<file path="src/rtl/mips_pkg.sv">
// Shared constants for the MIPS pipeline stages.
package mips_pkg;

  localparam int unsigned WORD_W = 32;

  // sll $0,$0,0 -- the architectural no-op used for bubbles
  localparam logic [WORD_W-1:0] MIPS_NOP = 32'h0000_0000;

  localparam logic [WORD_W-1:0] MIPS_RESET_PC = 32'h0000_0000;

endpackage

</file>
<file path="src/rtl/if_id_reg.sv">
// IF/ID pipeline register: holds instruction, PC+4 and a valid bit.
// A flush loads a bubble (NOP, valid=0) while still recording pc4.
// Also serves as the template for the ID/EX register.
module if_id_reg
  import mips_pkg::*;
#(
  parameter logic [WORD_W-1:0] NOP_INSTR = MIPS_NOP
) (
  input  logic              clk_i,
  input  logic              rst_i,
  input  logic              load_i,
  input  logic              flush_i,
  input  logic [WORD_W-1:0] instr_i,
  input  logic [WORD_W-1:0] pc4_i,
  input  logic              valid_i,
  output logic [WORD_W-1:0] instr_o,
  output logic [WORD_W-1:0] pc4_o,
  output logic              valid_o
);

  logic [WORD_W-1:0] instr_q, pc4_q;
  logic              valid_q;

  // Register update: reset to bubble, hold when not loading, flush inserts NOP
  always_ff @(posedge clk_i or posedge rst_i) begin
    if (rst_i) begin
      instr_q <= NOP_INSTR;
      pc4_q   <= '0;
      valid_q <= 1'b0;
    end else if (load_i) begin
      pc4_q <= pc4_i;
      if (flush_i) begin
        instr_q <= NOP_INSTR;
        valid_q <= 1'b0;
      end else begin
        instr_q <= instr_i;
        valid_q <= valid_i;
      end
    end
  end

  assign instr_o = instr_q;
  assign pc4_o   = pc4_q;
  assign valid_o = valid_q;

endmodule

</file>
<file path="src/rtl/if_fetch_stage.sv">
// Instruction fetch stage: PC register, +4 adder, next-PC priority
// (stall > redirect > sequential) and the IF/ID register.
// Optional macro DELAY_SLOT_EN: when defined, the instruction fetched
// alongside a taken redirect is kept (MIPS delay slot) instead of flushed.
module if_fetch_stage
  import mips_pkg::*;
#(
  parameter logic [WORD_W-1:0] RESET_PC  = MIPS_RESET_PC,
  parameter logic [WORD_W-1:0] NOP_INSTR = MIPS_NOP
) (
  input  logic              clk_i,
  input  logic              rst_i,
  input  logic              stall_i,
  input  logic              redirect_i,
  input  logic [WORD_W-1:0] redirect_pc_i,
  output logic [WORD_W-1:0] imem_addr_o,
  input  logic [WORD_W-1:0] imem_instr_i,
  output logic [WORD_W-1:0] id_instr_o,
  output logic [WORD_W-1:0] id_pc4_o,
  output logic              id_valid_o
);

  logic [WORD_W-1:0] pc_q, pc_d;
  logic [WORD_W-1:0] pc_plus4;
  logic [WORD_W-1:0] redirect_target;
  logic              flush;

  assign pc_plus4 = pc_q + WORD_W'(4);
  // Low two bits of the target are dropped silently; no alignment trap
  assign redirect_target = redirect_pc_i & ~WORD_W'(3);

  // Next-PC selection; a stalled branch's redirect is not yet final
  always_comb begin
    pc_d = pc_plus4;
    if (stall_i) begin
      pc_d = pc_q;
    end else if (redirect_i) begin
      pc_d = redirect_target;
    end
  end

  // PC register
  always_ff @(posedge clk_i or posedge rst_i) begin
    if (rst_i) begin
      pc_q <= RESET_PC;
    end else begin
      pc_q <= pc_d;
    end
  end

`ifdef DELAY_SLOT_EN
  assign flush = 1'b0;
`else
  assign flush = redirect_i;
`endif

  if_id_reg #(
    .NOP_INSTR (NOP_INSTR)
  ) u_if_id_reg (
    .clk_i   (clk_i),
    .rst_i   (rst_i),
    .load_i  (~stall_i),
    .flush_i (flush),
    .instr_i (imem_instr_i),
    .pc4_i   (pc_plus4),
    .valid_i (1'b1),
    .instr_o (id_instr_o),
    .pc4_o   (id_pc4_o),
    .valid_o (id_valid_o)
  );

  assign imem_addr_o = pc_q;

endmodule

</file>
<file path="config.mk">
export PLATFORM = sky130hd
export DESIGN_NAME = if_fetch_stage
export DESIGN_NICKNAME = d
export VERILOG_FILES = /design/src/rtl/mips_pkg.sv /design/src/rtl/if_id_reg.sv /design/src/rtl/if_fetch_stage.sv
export SDC_FILE = /design/constraint.sdc
export NUM_CORES = 1
export LEC_CHECK = 0
export CORE_UTILIZATION = 45
export DETAILED_ROUTE_END_ITERATION = 7
export GPL_TIMING_DRIVEN = 0
export PLACE_DENSITY = 0.77
export SLEW_MARGIN = 20
export SYNTH_ARGS = -nofsm -noshare
export SYNTH_HDL_FRONTEND = slang
export SYNTH_SLANG_ARGS = --single-unit
</file>
<file path="constraint.sdc">
create_clock -name clk_i -period 3.9 [get_ports clk_i]
set_input_delay 0.585 -clock clk_i [delete_from_list [all_inputs] [get_ports clk_i]]
set_output_delay 0.585 -clock clk_i [all_outputs]
set_load 0.02 [all_outputs]
</file>
==> out/metrics.csv, run 1 <==
stage;metric;value;unit
finish;layout cells sized above 1;5.99;%
timing;Min Hold Slack;0.489;ns
global_route;global route hottest layer;met2;
critical_path;maximum fanout along the worst path;10;
global_route;met2 Use GR;42.5;%
critical_path;Crit Reg-Reg Startpoint;imem_addr_o[2]$_DFFE_PP0N_;
finish;most frequent cells in the layout;clkdlybuf4s50_1 (156), dfrtp_1 (93), nand2_1 (40);
finish;post-layout net count;715;
timing;final count of negative-setup-slack endpoints;0;
worst_hold_path;Worst Hold Class;flip-flop to flip-flop;
die;Placement Rows;36;
finish;fin cells;784;
synth;Syn Std Cell Area;4660;um^2
finish;most common cell after layout, fill and taps aside;clkdlybuf4s50_1;
synth;Post-synth top flop;dfrtp_1;
outcome;status;finished clean;
clocking;CTS sink cnt;93;
drt;via count;4625;
global_route;met3 Usage GRT;6.80;%
clocking;cells resized by post-CTS repair;0;
synth;Yosys top cell area share;50.0;%
finish;Area growth, synth to finish;42.2;%
pwr;VDD IR-drop max;192;uV
timing;unrepaired setup endpoints after global routing;no;
pwr;Pleak;2.61;nW
worst_hold_path;hold path depth;2;
drt;drt pass-1 iters;5;
clocking;total CTS buffers;9;
die;starting density of the core;47.0;%
critical_path;R2R cell count;6;
pwr;power per cell area;411;nW/um^2
synth;asr flop ratio synth;100;%
synth;Synth Instances;475;
clocking;Clock Latency Late Sink;0.36;ns
placed_design;gpl congestion;0.885;
critical_path;flop-to-flop setup slack;1.14;ns
clocking;# H-tree levels;3;
worst_hold_path;hold_sp;u_if_id_reg.pc4_o[17]$_DFFE_PP0N_;
synth;Post-synth EDFFs;0;
placed_design;Placed Area;6430;um^2
critical_path;Crit path required time;4.20;ns
finish;post-route design area;6620;um^2
global_route;total track usage;26.9;%
synth;Syn Area/Cell;9.80;um^2
die;num ports;165;
synth;leading area contributor after synthesis;dfrtp_1;
timing;Final Critical Period;2.76;ns
synth;register area share after synthesis;50.0;%
timing;fin crit share;70.7;%
pwr;Design Power;2.72;mW
timing;Slew Limit Headroom;41.6;%
global_route;vias in the first global route;4421;
critical_path;Startpoint Class;flip-flop;
run;MaxCap Viol Count;0;
die;core area;9910;um^2
critical_path;WP data arrival;3.06;ns
synth;number of synthesized register bits;93;
clocking;clk buf depth;2;
global_route;first-pass GRT wire length;22900;um
clocking;post-cts hold buffer count;0;
synth;Synth cell types;51;
drt;number of DRC markers in iteration 0;438;
drt;vias per cell;5.90;
finish;# fillers;826;
die;Die ar.;10800;um^2
worst_hold_path;hold endpoint;u_if_id_reg.pc4_o[17]$_DFFE_PP0N_;
synth;Yosys warning count;0;
timing;Worst-Margin Slew;0.869;ns
clocking;Clock transition at path regs;0.09;ns
timing;Max Freq;0.362;GHz
drt;detail-routed net length per standard cell;18.4;um
drt;DRT antenna net count;0;
clocking;TritonCTS clock tree;yes;
critical_path;Worst setup EP type;flip-flop;
placed_design;port buffer count;156;
drt;# DRC;0;
finish;area used by multi-input combinational logic;2070;um^2
placed_design;hpwl dp;10200;um
die;Die H;104;um
global_route;initial antenna violation count;0;
drt;WL final;14400;um
timing;skew final;0.0106;ns
timing;final slew viol count;0;
clocking;CTS root buffer;clkbuf_8;
synth;main area contributors after synthesis;dfrtp_1 (50%), a22o_1 (6.0%), o21ai_0 (3.8%);
finish;ANT cells;0;
die;DIE WIDTH;104;um
placed_design;placed cell count;768;
critical_path;FF-to-FF End;u_if_id_reg.pc4_o[20]$_DFFE_PP0N_;
global_route;grt ovf;0;
clocking;postcts setup bufs;0;
finish;Register Area;2330;um^2
timing;endpoints failing hold;0;
critical_path;kind of critical path;flip-flop to flip-flop;
global_route;largest net degree at the start of global routing;75;
global_route;Global Route met1 Usage;36.2;%
routing by layer:
metal	up-vias	part of all wire [%]
met5	-	0
met4	0	1.4
met3	21	10
met2	259	46
met1	2214	42
li1	2131	-
through the flow:
step | TNS [ns] | setup WS (ns) | util (%)
after floorplan | 0 | 0.895 | -
after global placement | -52.91 | -0.576 | 64.5
after detailed placement | 0 | 1.27 | 64.9
after CTS | 0 | 1.24 | 66.8
after global routing | 0 | 0.995 | 66.8
final | 0 | 1.14 | 66.8
flip-flops by register name (all words and copies together) (netlist names):
name,count
u_if_id_reg.instr_o,32
imem_addr_o,30
u_if_id_reg.pc4_o,30
u_if_id_reg.valid_o,1
final cells by class:
type,count,share of cell area [%]
Clock buffer,10,1.93
Sequential cell,93,35.2
Clock inverter,6,0.964
Multi-Input combinational cell,326,31.2
Inverter,9,0.586
Tap cell,133,2.51
Buffer,50,3.61
Timing Repair Buffer,157,24.0
power breakdown:
group	leakage (nW)	internal, mW	switching (mW)	total [mW]
logic	1.38	0.411	0.456	0.868
clock network	0.0923	0.296	0.356	0.652
registers	1.14	1.09	0.115	1.20
total	2.61	1.80	0.928	2.72
worst max-delay path by stage:
stage / slack, ns / from / to / cells past startpoint
3_5_place_dp: 1.27 / imem_addr_o[2]$_DFFE_PP0N_ / u_if_id_reg.pc4_o[22]$_DFFE_PP0N_ / 6
2_1_floorplan: 0.89 / rst_i / imem_addr_o[10]$_DFFE_PP0N_ / 1
4_1_cts: 1.24 / imem_addr_o[2]$_DFFE_PP0N_ / u_if_id_reg.pc4_o[20]$_DFFE_PP0N_ / 6
6_report: 1.14 / imem_addr_o[2]$_DFFE_PP0N_ / u_if_id_reg.pc4_o[20]$_DFFE_PP0N_ / 6
3_3_place_gp: -0.58 / rst_i / u_if_id_reg.pc4_o[8]$_DFFE_PP0N_ / 2
5_1_grt: 0.99 / imem_addr_o[2]$_DFFE_PP0N_ / u_if_id_reg.pc4_o[20]$_DFFE_PP0N_ / 6
worst max-delay path, cell delays in order, from the launching register on:
cell	delay (ns)
dfrtp_1	0.51
ha_1	0.35
nand4_1	0.44
or4_1	0.61
clkbuf_1	0.25
or4_1	0.44
nand3_1	0.10
cells in the mapped netlist, types with 2 or more instances:
cell / instances
nor3_1: 6
a31oi_1: 11
xnor2_1: 9
and4_1: 4
and3_1: 3
a311o_1: 2
o2bb2ai_1: 3
a22oi_1: 17
or3_1: 8
a22o_1: 32
a21oi_1: 10
dfrtp_1: 93
buf_2: 5
nor4_1: 8
mux2_2: 2
o311ai_0: 6
nor2_1: 23
nand4_1: 13
nand3_1: 26
inv_1: 9
buf_1: 6
o211ai_1: 11
o21ai_0: 35
a2bb2oi_1: 2
a211o_1: 3
buf_6: 3
nand2_1: 40
or4_1: 17
o31a_1: 3
buf_4: 6
nand4_2: 2
clkbuf_1: 30
o22ai_1: 3
or2_2: 2
xor2_1: 5
or4_4: 2
cells by family (layout without fill, tap and decap cells):
family / after synthesis / in the layout / synth area share [%]
simple gates: 160 / 160 / 18.5
fa+ha+maj: 1 / 1 / 0.269
xor+xnor: 14 / 14 / 2.63
mux: 3 / 3 / 0.699
compound gates: 144 / 144 / 22.0
buf+inv: 59 / 232 / 5.86
flops: 93 / 93 / 50.0
other cells: 1 / 4 / 0.0805
Power figures use the tool's default switching activity.
==> inputs of run 2 (changes only) <==
- CORE_UTILIZATION: 45 -> 41
- PLACE_DENSITY: 0.77 -> 0.74
- clock period: 3.9 -> 2.2 ns (I/O delays scaled with it)
==> out/metrics.csv, run 2 (synthesized netlist as in run 1, its figures left out) <==
stage;metric;value;unit
global_route;vias in the first global route;4543;
drt;detail-routed net length per standard cell;18.7;um
clocking;clk buf depth;2;
critical_path;Crit path required time;2.47;ns
timing;endpoints failing hold;0;
die;core area;10900;um^2
clocking;CTS root buffer;clkbuf_16;
drt;number of DRC markers in iteration 0;361;
global_route;Global Route met1 Usage;34.2;%
clocking;Clock Latency Late Sink;0.34;ns
timing;final count of negative-setup-slack endpoints;0;
finish;most frequent cells in the layout;clkdlybuf4s50_1 (156), dfrtp_1 (88), nand2_1 (40);
clocking;total CTS buffers;9;
outcome;status;finished clean;
critical_path;Startpoint Class;flip-flop;
finish;ANT cells;0;
finish;Area growth, synth to finish;47.1;%
clocking;# H-tree levels;3;
global_route;met3 Usage GRT;6.93;%
global_route;total track usage;26.3;%
global_route;first-pass GRT wire length;23400;um
die;Die ar.;11800;um^2
pwr;power per cell area;764;nW/um^2
global_route;global route hottest layer;met2;
die;num ports;165;
global_route;largest net degree at the start of global routing;33;
clocking;TritonCTS clock tree;yes;
timing;unrepaired setup endpoints after global routing;yes;
placed_design;gpl congestion;0.877;
pwr;VDD IR-drop max;387;uV
drt;# DRC;0;
drt;DRT antenna net count;0;
timing;Min Hold Slack;0.436;ns
global_route;grt ovf;0;
placed_design;placed cell count;776;
finish;post-route design area;6850;um^2
global_route;met2 Use GR;40.7;%
critical_path;kind of critical path;flip-flop to flip-flop;
finish;most common cell after layout, fill and taps aside;clkdlybuf4s50_1;
timing;Final Critical Period;2.13;ns
timing;skew final;0.00701;ns
critical_path;Worst setup EP type;flip-flop;
global_route;initial antenna violation count;0;
timing;Max Freq;0.469;GHz
timing;fin crit share;96.9;%
die;DIE WIDTH;109;um
placed_design;hpwl dp;10500;um
die;Placement Rows;38;
worst_hold_path;Worst Hold Class;input port to async pin;
finish;layout cells sized above 1;9.16;%
placed_design;Placed Area;6450;um^2
clocking;CTS sink cnt;93;
critical_path;maximum fanout along the worst path;10;
placed_design;port buffer count;156;
timing;final slew viol count;0;
drt;via count;4651;
finish;max FFs per register;32;
die;Die H;109;um
finish;post-layout net count;719;
clocking;Clock transition at path regs;0.07;ns
drt;WL final;14900;um
timing;Worst-Margin Slew;0.802;ns
timing;Slew Limit Headroom;46.4;%
critical_path;WP data arrival;2.41;ns
run;MaxCap Viol Count;0;
pwr;Pleak;2.68;nW
drt;drt pass-1 iters;7;
drt;vias per cell;5.85;
clocking;post-cts hold buffer count;0;
die;starting density of the core;42.6;%
finish;fin cells;795;
critical_path;R2R cell count;7;
==> run 2: changes by cell type in the layout (fill, tap and decap cells not counted), moves of 3 or more <==
cell,previous run,this run
dfrtp_2,0,5
clkbuf_16,0,9
buf_6,3,6
dfrtp_1,93,88
clkbuf_1,31,25
clkbuf_8,9,2
buf_4,6,14
==> run 2: area by class of cell <==
cell class / instances / area, um^2
clock buffers: 11 / 253
well taps: 140 / 175
flip-flops and latches: 93 / 2330
fillers: 980 / 4090
clock inverters: 5 / 33.8
plain buffers: 45 / 241
repair buffers: 166 / 1660
inverters: 9 / 37.5
multi-input cells: 326 / 2110
==> run 2: path summary, 6_finish.rpt <==
kind	startpoint	endpoint	slack (ns)
hold / removal	rst_i	u_if_id_reg.instr_o[3]$_DFFE_PP0N_	0.44
hold reg to reg	u_if_id_reg.pc4_o[14]$_DFFE_PP0N_	u_if_id_reg.pc4_o[14]$_DFFE_PP0N_	0.48
setup reg to reg	imem_addr_o[2]$_DFFE_PP0N_	imem_addr_o[22]$_DFFE_PP0N_	0.07
min in group clk_i	u_if_id_reg.pc4_o[14]$_DFFE_PP0N_	u_if_id_reg.pc4_o[14]$_DFFE_PP0N_	0.48
max in group asynchronous	rst_i	u_if_id_reg.pc4_o[23]$_DFFE_PP0N_	0.94
setup / recovery	imem_addr_o[2]$_DFFE_PP0N_	imem_addr_o[22]$_DFFE_PP0N_	0.07
==> run 2: stage by stage <==
step	worst slack (ns)	power (mW)	util, %	setup TNS [ns]
after detailed placement	-0.277	3.70	59.0	-2.86
final	0.0682	5.23	62.6	0
after floorplan	0.0760	2.93	-	0
after global placement	-0.360	3.67	58.6	-23.37
after global routing	-0.0378	5.48	62.6	-0.157
after CTS	0.00284	5.22	62.0	0
==> run 2: routing by layer <==
metal | share of wire [%] | routed length, um | vias up
li1 | - | - | 2137
met1 | 42 | 6200 | 2253
met5 | 0 | 0 | -
met3 | 9.2 | 1370 | 29
met4 | 2.4 | 363 | 0
met2 | 47 | 6960 | 232
==> run 2: critical path, stage by stage (launching register included) <==
cell and delay, ns:
dfrtp_2 0.43, ha_4 0.19, nand4_1 0.10, buf_4 0.18
or4_1 0.45, buf_4 0.20, or4_1 0.41, nand3_1 0.10
==> run 2: report_power, final <==
part / switching, mW / internal [mW] / total (mW)
registers: 0.237 / 1.93 / 2.17
clock network: 0.676 / 0.828 / 1.50
logic: 0.795 / 0.758 / 1.55
total: 1.71 / 3.52 / 5.23
==> run 2: what timing repair did <==
action / CTS / global route
cloned: 0 / 0
buffers inserted: 4 / 4
resized for setup: 3 / 22
pin swaps: 1 / 1
setup endpoints to repair: 18 / 23
